--- config.mk ---
export PLATFORM = sky130hd
export DESIGN_NAME = gray_counter
export DESIGN_NICKNAME = d
export VERILOG_FILES = /design/src/rtl/gray_pkg.sv /design/src/rtl/bin2gray_enc.sv /design/src/rtl/gray_counter.sv
export SDC_FILE = /design/constraint.sdc
export NUM_CORES = 1
export LEC_CHECK = 0
export BUFFER_PORTS_ARGS = -buffer_cell sky130_fd_sc_hd__buf_2
export CORE_AREA = 3 3 40 42
export DETAILED_ROUTE_END_ITERATION = 7
export DIE_AREA = 0 0 43 45
export PLACE_DENSITY_LB_ADDON = 0.3
export SYNTH_ARGS = -nofsm -noshare
export SYNTH_HDL_FRONTEND = slang
export SYNTH_HIERARCHICAL = 1
export SYNTH_SLANG_ARGS = --single-unit
--- constraint.sdc ---
create_clock -name clk_i -period 1.9 [get_ports clk_i]
set_input_delay 0.19 -clock clk_i [delete_from_list [all_inputs] [get_ports clk_i]]
set_output_delay 0.19 -clock clk_i [all_outputs]
set_load 0.05 [all_outputs]
--- src/rtl/gray_pkg.sv ---
// Shared definitions for the Gray-code counter: default width, a count type
// wide enough for the largest legal counter, and binary/Gray conversions.
package gray_pkg;

    localparam int DEFAULT_SIZE = 4;
    localparam int MAX_SIZE     = 16;

    // Count type sized for the widest legal counter; narrower counters use
    // the low SIZE bits and leave the upper bits zero.
    typedef logic [MAX_SIZE-1:0] count_t;

    // Binary to reflected-binary Gray code.
    function automatic count_t bin2gray(input count_t b);
        return b ^ (b >> 1);
    endfunction

    // Reflected-binary Gray code back to binary (prefix XOR from the MSB).
    function automatic count_t gray2bin(input count_t g);
        count_t b;
        b[MAX_SIZE-1] = g[MAX_SIZE-1];
        for (int i = MAX_SIZE - 2; i >= 0; i--) begin
            b[i] = b[i+1] ^ g[i];
        end
        return b;
    endfunction

endpackage

--- src/rtl/bin2gray_enc.sv ---
// Combinational binary-to-Gray encoder used on the counter's next-state value.
module bin2gray_enc
    import gray_pkg::*;
#(
    parameter int SIZE = DEFAULT_SIZE
) (
    input  logic [SIZE-1:0] bin,
    output logic [SIZE-1:0] gray
);

    // The MSB passes straight through; every lower bit is the XOR of itself
    // and its upper neighbour.
    assign gray[SIZE-1] = bin[SIZE-1];

    generate
        for (genvar gi = 0; gi < SIZE - 1; gi++) begin : g_bit
            assign gray[gi] = bin[gi] ^ bin[gi+1];
        end
    endgenerate

endmodule

--- src/rtl/gray_counter.sv ---
// Up/down binary counter with registered Gray-code output, wrap pulse and
// optional saturation. Define GRAY_COUNTER_SAT_EN to make the counter hold
// at its extremes (sat_o high) instead of wrapping.
module gray_counter
    import gray_pkg::*;
#(
    parameter int SIZE      = DEFAULT_SIZE,
    parameter int RESET_BIN = 0
) (
    input  logic            clk_i,
    input  logic            rst_n_i,
    input  logic            inc_i,
    input  logic            dir_i,
    input  logic            load_i,
    input  logic [SIZE-1:0] load_bin_i,
    output logic [SIZE-1:0] bin_o,
    output logic [SIZE-1:0] gray_o,
    output logic            wrap_o,
    output logic            sat_o
);

    localparam count_t          RESET_BIN_FULL  = count_t'(RESET_BIN);
    localparam count_t          RESET_GRAY_FULL = bin2gray(RESET_BIN_FULL);
    localparam logic [SIZE-1:0] RESET_BIN_VAL   = RESET_BIN_FULL[SIZE-1:0];
    localparam logic [SIZE-1:0] RESET_GRAY_VAL  = RESET_GRAY_FULL[SIZE-1:0];
    localparam logic [SIZE-1:0] MAX_BIN         = '1;
    localparam logic [SIZE-1:0] ONE             = SIZE'(1);

    logic [SIZE-1:0] bin_reg;
    logic [SIZE-1:0] gray_reg;
    logic            wrap_reg;
    logic            sat_reg;

    logic [SIZE-1:0] bin_next;
    logic [SIZE-1:0] gray_next;
    logic            wrap_next;
    logic            sat_next;
    logic            at_max;
    logic            at_min;

    assign at_max = (bin_reg == MAX_BIN);
    assign at_min = (bin_reg == '0);

    // Next-state selection: load beats a step, up beats down, otherwise hold.
    always_comb begin
        bin_next  = bin_reg;
        wrap_next = 1'b0;
`ifdef GRAY_COUNTER_SAT_EN
        sat_next  = sat_reg;
`else
        sat_next  = 1'b0;
`endif
        if (load_i) begin
            // A load never reports a wrap, whatever value it lands on.
            bin_next = load_bin_i;
            sat_next = 1'b0;
        end else if (inc_i && dir_i) begin
`ifdef GRAY_COUNTER_SAT_EN
            if (at_max) begin
                sat_next = 1'b1;
            end else begin
                bin_next = bin_reg + ONE;
                sat_next = 1'b0;
            end
`else
            bin_next  = bin_reg + ONE;
            wrap_next = at_max;
`endif
        end else if (inc_i) begin
`ifdef GRAY_COUNTER_SAT_EN
            if (at_min) begin
                sat_next = 1'b1;
            end else begin
                bin_next = bin_reg - ONE;
                sat_next = 1'b0;
            end
`else
            bin_next  = bin_reg - ONE;
            wrap_next = at_min;
`endif
        end
    end

    // Gray value is derived from the next binary value so both registers
    // update together and the Gray output only ever moves by one bit.
    bin2gray_enc #(
        .SIZE(SIZE)
    ) u_enc (
        .bin  (bin_next),
        .gray (gray_next)
    );

    // All counter state, cleared asynchronously to the reset values.
    always_ff @(posedge clk_i or negedge rst_n_i) begin
        if (!rst_n_i) begin
            bin_reg  <= RESET_BIN_VAL;
            gray_reg <= RESET_GRAY_VAL;
            wrap_reg <= 1'b0;
            sat_reg  <= 1'b0;
        end else begin
            bin_reg  <= bin_next;
            gray_reg <= gray_next;
            wrap_reg <= wrap_next;
            sat_reg  <= sat_next;
        end
    end

    assign bin_o  = bin_reg;
    assign gray_o = gray_reg;
    assign wrap_o = wrap_reg;
    assign sat_o  = sat_reg;

endmodule

---- Word-level counts from Yosys, hierarchy flattened ----
Cells that the tools add are included.
Widths: inputs -> output; s select.
storage, ports and cells
  output and inout port bits .............. 10
  register bits after elaboration ......... 9
  word-level logic and storage cells ...... 17
operators by class
  eq/ne operators ......................... 1
  add/sub/neg operators ................... 2
  mux-type cells .......................... 6
  bitwise operators ....................... 3
  reductions and logical operators ........ 2
operators with widths
  kind                 number
  $mux 4               3
  $add 4x1->4 const B  1
  $eq 4x4->1 const B   1
  $logic_not 4->1      1
  $sub 4x1->4 const B  1
  $mux 1               3
  $xor 1x1->1          3
  $logic_and 1x1->1    1

---- Depth between registers and ports, before layout ----
  depth in word-level cells ............... 5
  depth in mapped cells ................... 6
  mapped depth without buffers ............ 6

---- Modules after synthesis ----
Netlist, hierarchy kept.
modules (own cells, without submodules)
  module        times used  area an instance (um^2)  sequential area each (um^2)  cells each
  gray_counter  1           461.7                    225.2                        43
  bin2gray_enc  1           33.8                     0.0                          4

---- Worst setup path after synthesis ----
No wires, ideal clock.
  kind .................................... flip-flop to flip-flop
  from .................................... register bin_reg[1] (netlist: bin_o[1])
  to ...................................... register gray_reg[2] (netlist: gray_o[2])
  data arrival time ....................... 1837 ps
  required time ........................... 1821 ps
  setup slack ............................. -16 ps
  stages on the path, launching flop included .. 5
  library setup time ...................... 79 ps
  cells stage by stage .................... dfrtp_1 or4_4 a2111oi_2 nand3b_1 xor2_1
on the way
  cells in the longest elaborated chain, start to end .. 5
  elaborated cells between the ends (all ways) .. 6
ends and longest elaborated chain
  item                      line                 text
  start: declaration        gray_counter.sv:29   logic [SIZE-1:0] bin_reg;
  start signal: assignment  gray_counter.sv:101  bin_reg <= bin_next;
  $sub 4x1->4               gray_counter.sv:78   bin_next = bin_reg - ONE;
  $mux 4                    gray_counter.sv:69   end else if (inc_i) begin
  $mux 4 (*)                gray_counter.sv:57   end else if (inc_i && dir_i) begin
  $mux 4 (*)                gray_counter.sv:53   if (load_i) begin
  net bin_next[3]           gray_counter.sv:34   logic [SIZE-1:0] bin_next;
  $xor 1x1->1 (*)           bin2gray_enc.sv:17   assign gray[gi] = bin[gi] ^ bin[gi+1];
  net gray_next[2]          gray_counter.sv:35   logic [SIZE-1:0] gray_next;
  end signal: assignment    gray_counter.sv:102  gray_reg <= gray_next;
  end: declaration          gray_counter.sv:30   logic [SIZE-1:0] gray_reg;
The timed path passes the listed nets; every way through them passes the cells marked *.

---- Worst setup path in the final report ----
Same ends and word-level chain as after synthesis.

==> impl_metrics.ini <==
[clock_network]
cts_buffer_depth = 2
root_buffer = clkbuf_4
cts_sinks = 9
cts_max_level = 1
path_clk_slew_ns = 0.06
cts_buffers = 3
clock_latency_ns = 0.25
cts_tree = yes

[route]
drtAntennaViolNets = 0
post_drt_wl_per_cell_um = 11.5
vias = 408
drc_errors = 0
wl_um = 930
dr.pass1.iters = 3
vias_per_cell = 5.04
first_iter_violations = 2

[yosys]
synth_area_leader_cell = dfrtp_1
ys_ff_latch = 9
syn_avg_cell_area_sq_um = 10.5
netlist_area_sq_um = 495
synth_enable_flop_cells = 0
synthArstFlopShare_pct = 100
synth_cells = 47
seq_area_frac_synth_pct = 45.5
yosysWarnings = 6
synth.top_cell.area_share_pct = 45.5
synth.net_count = 59
synthDistinctLibCells = 24
synth_area_leaders = dfrtp_1, ha_1, xor2_1, xnor2_1, a2111oi_2
ys.flop_type = dfrtp_1

[worst_setup_path]
worstSetupStartpointType = flip-flop
critPathMaxFanout = 6
end_kind = flip-flop
cp.required_ns = 2.08
critPathKind = reg -> reg
slowest_stage = or4_4
cp_data_arrival_time_ns = 1.92
crit_path_cell_trace = or4_4 -> a2111oi_2 -> nand3b_1 -> xor2_1
slowest_delay_ns = 0.55

[global_route]
track_usage_pct = 11.3
grt_pass1_vias = 382
grt_max_degree = 13
grt_pass1_wl_um = 1590
antenna_found_initial = 0
overflow = 0

[floorplan]
io_pins = 19
die_x_um = 43
initial_core_util_pct = 38.6
coreArea_sq_mm = 0.00128
die_y_um = 45
die_area_sq_mm = 0.00194
rows = 13

[job]
cap_violations = 0

[final_layout]
layout-drive-gt1-share_pct = 39.4
nets = 79
regArea_sq_um = 228
area_growth_pct = 25.8
fillCellCount = 136
multi_input_area_sq_um = 233
n_antenna_cell = 0

[timing]
setup_viol = 0
fmax_mhz = 574
finalCritPeriodShare_pct = 91.7
grt_setup_unrepaired = false
layout_min_cycle_time_ns = 1.74
maxSlewViolCount = 0
hold_viol = 0
setup_tns_ns = 0
fin_skew_ns = 0.00102

[placed_design]
numPortBuffers = 17
gp_congestion = 0.761
dp_hpwl_um = 755

[status]
status = finished, final reports clean

[power_and_ir_drop]
finalPower_mw = 0.660
ir_drop_v = 0.000458
power_density_mw_per_mm2 = 1060
p_leak_nw = 0.308

[min_path]
hp-class = in -> reg
repair_timing:
action | 4_1_cts | 5_1_grt
gates resized for setup | 0 | 0
buffers inserted | 0 | 0
hold endpoints to repair | 9 | 0
setup endpoints to repair | 0 | 0
hold buffers | 1 | 0
worst paths after layout:
check | from | endpoint | slack [ns] | cells after the start
max | bin_o[1] | gray_o[2] | 0.16 | 4
min | load_bin_i[0] | bin_o[0] | 0.21 | 3
max reg2reg | bin_o[1] | gray_o[2] | 0.16 | 4
min reg2reg | bin_o[2] | wrap_o | 0.71 | 2
max in group asynchronous | rst_n_i | bin_o[1] | 1.41 | 2
min in group asynchronous | rst_n_i | gray_o[2] | 0.30 | 2
cells by family (layout without fill, tap and decap cells):
logic type                 Yosys count  after routing  share of synthesized area (%)
AOI/OAI and AO/OA                    6              6                           10.1
DFF                                  9              9                           45.5
other                                1              1                          0.757
buffers and inverters                8             27                           7.57
muxes                                2              2                           4.29
and+or+nand+nor                     13             13                           15.4
xor gates and xnor gates             5              5                           8.84
adders and majority gates            3              3                           7.58
layout make-up:
| type | count | share of cell area, % |
|---|---|---|
| clock buffers | 4 | 4.22 |
| flip-flops and latches | 9 | 36.5 |
| repair buffers | 19 | 16.5 |
| well taps | 15 | 3.01 |
| inverters | 4 | 2.41 |
| multi-input cells | 30 | 37.3 |
layout by cell type, fill, tap and decap left out, types with 3 or more instances in the layout:
cell type,instances
buf_2,17
clkbuf_4,3
dfrtp_1,7
ha_1,3
inv_1,4
nand2_1,3
xor2_1,3
power breakdown:
part / switching (mW) / internal (mW) / total (mW)
combinational: 0.192 / 0.0732 / 0.265
sequential: 0.0253 / 0.227 / 0.252
clock: 0.0619 / 0.0806 / 0.143
total: 0.279 / 0.381 / 0.660
metal layers:
metal | GRT usage (%) | wire (um)
met1 | 12.2 | 361
met2 | 19.8 | 505
met3 | 6.37 | 63
met5 | 0 | 0
met4 | 1.81 | 0
worst max-delay path: cells and delay by family, from the launching register on:
family          cells  cell delay [ns]
compound gates      1             0.34
xor+xnor            1             0.15
simple gates        2             0.75
flops               1             0.43
flip-flops by register name (all words and copies together), names as in the netlist:
| name | flops |
|---|---|
| wrap_o | 1 |
| gray_o | 4 |
| bin_o | 4 |
through the flow:
stage	area, sq um	hold WS [ns]	instances	worst slack, ns	utilization [%]
after floorplan	498	-0.106	47	0.00391	-
after global placement	587	0.0466	76	0.186	45.7
after detailed placement	587	0.0488	76	0.165	45.7
after CTS	623	0.214	81	0.150	48.5
after global routing	623	0.229	81	0.0527	48.5
final	623	0.212	81	0.159	48.5
Yosys cell counts, types with 2 or more instances:
master	instances
dfrtp_1	9
inv_1	4
ha_1	3
nand2_1	3
xor2_1	3
buf_4	2
clkbuf_1	2
nand3_1	2
nor2_1	2
o21ai_0	2
xnor2_1	2
(Power assumes the default switching activity.)
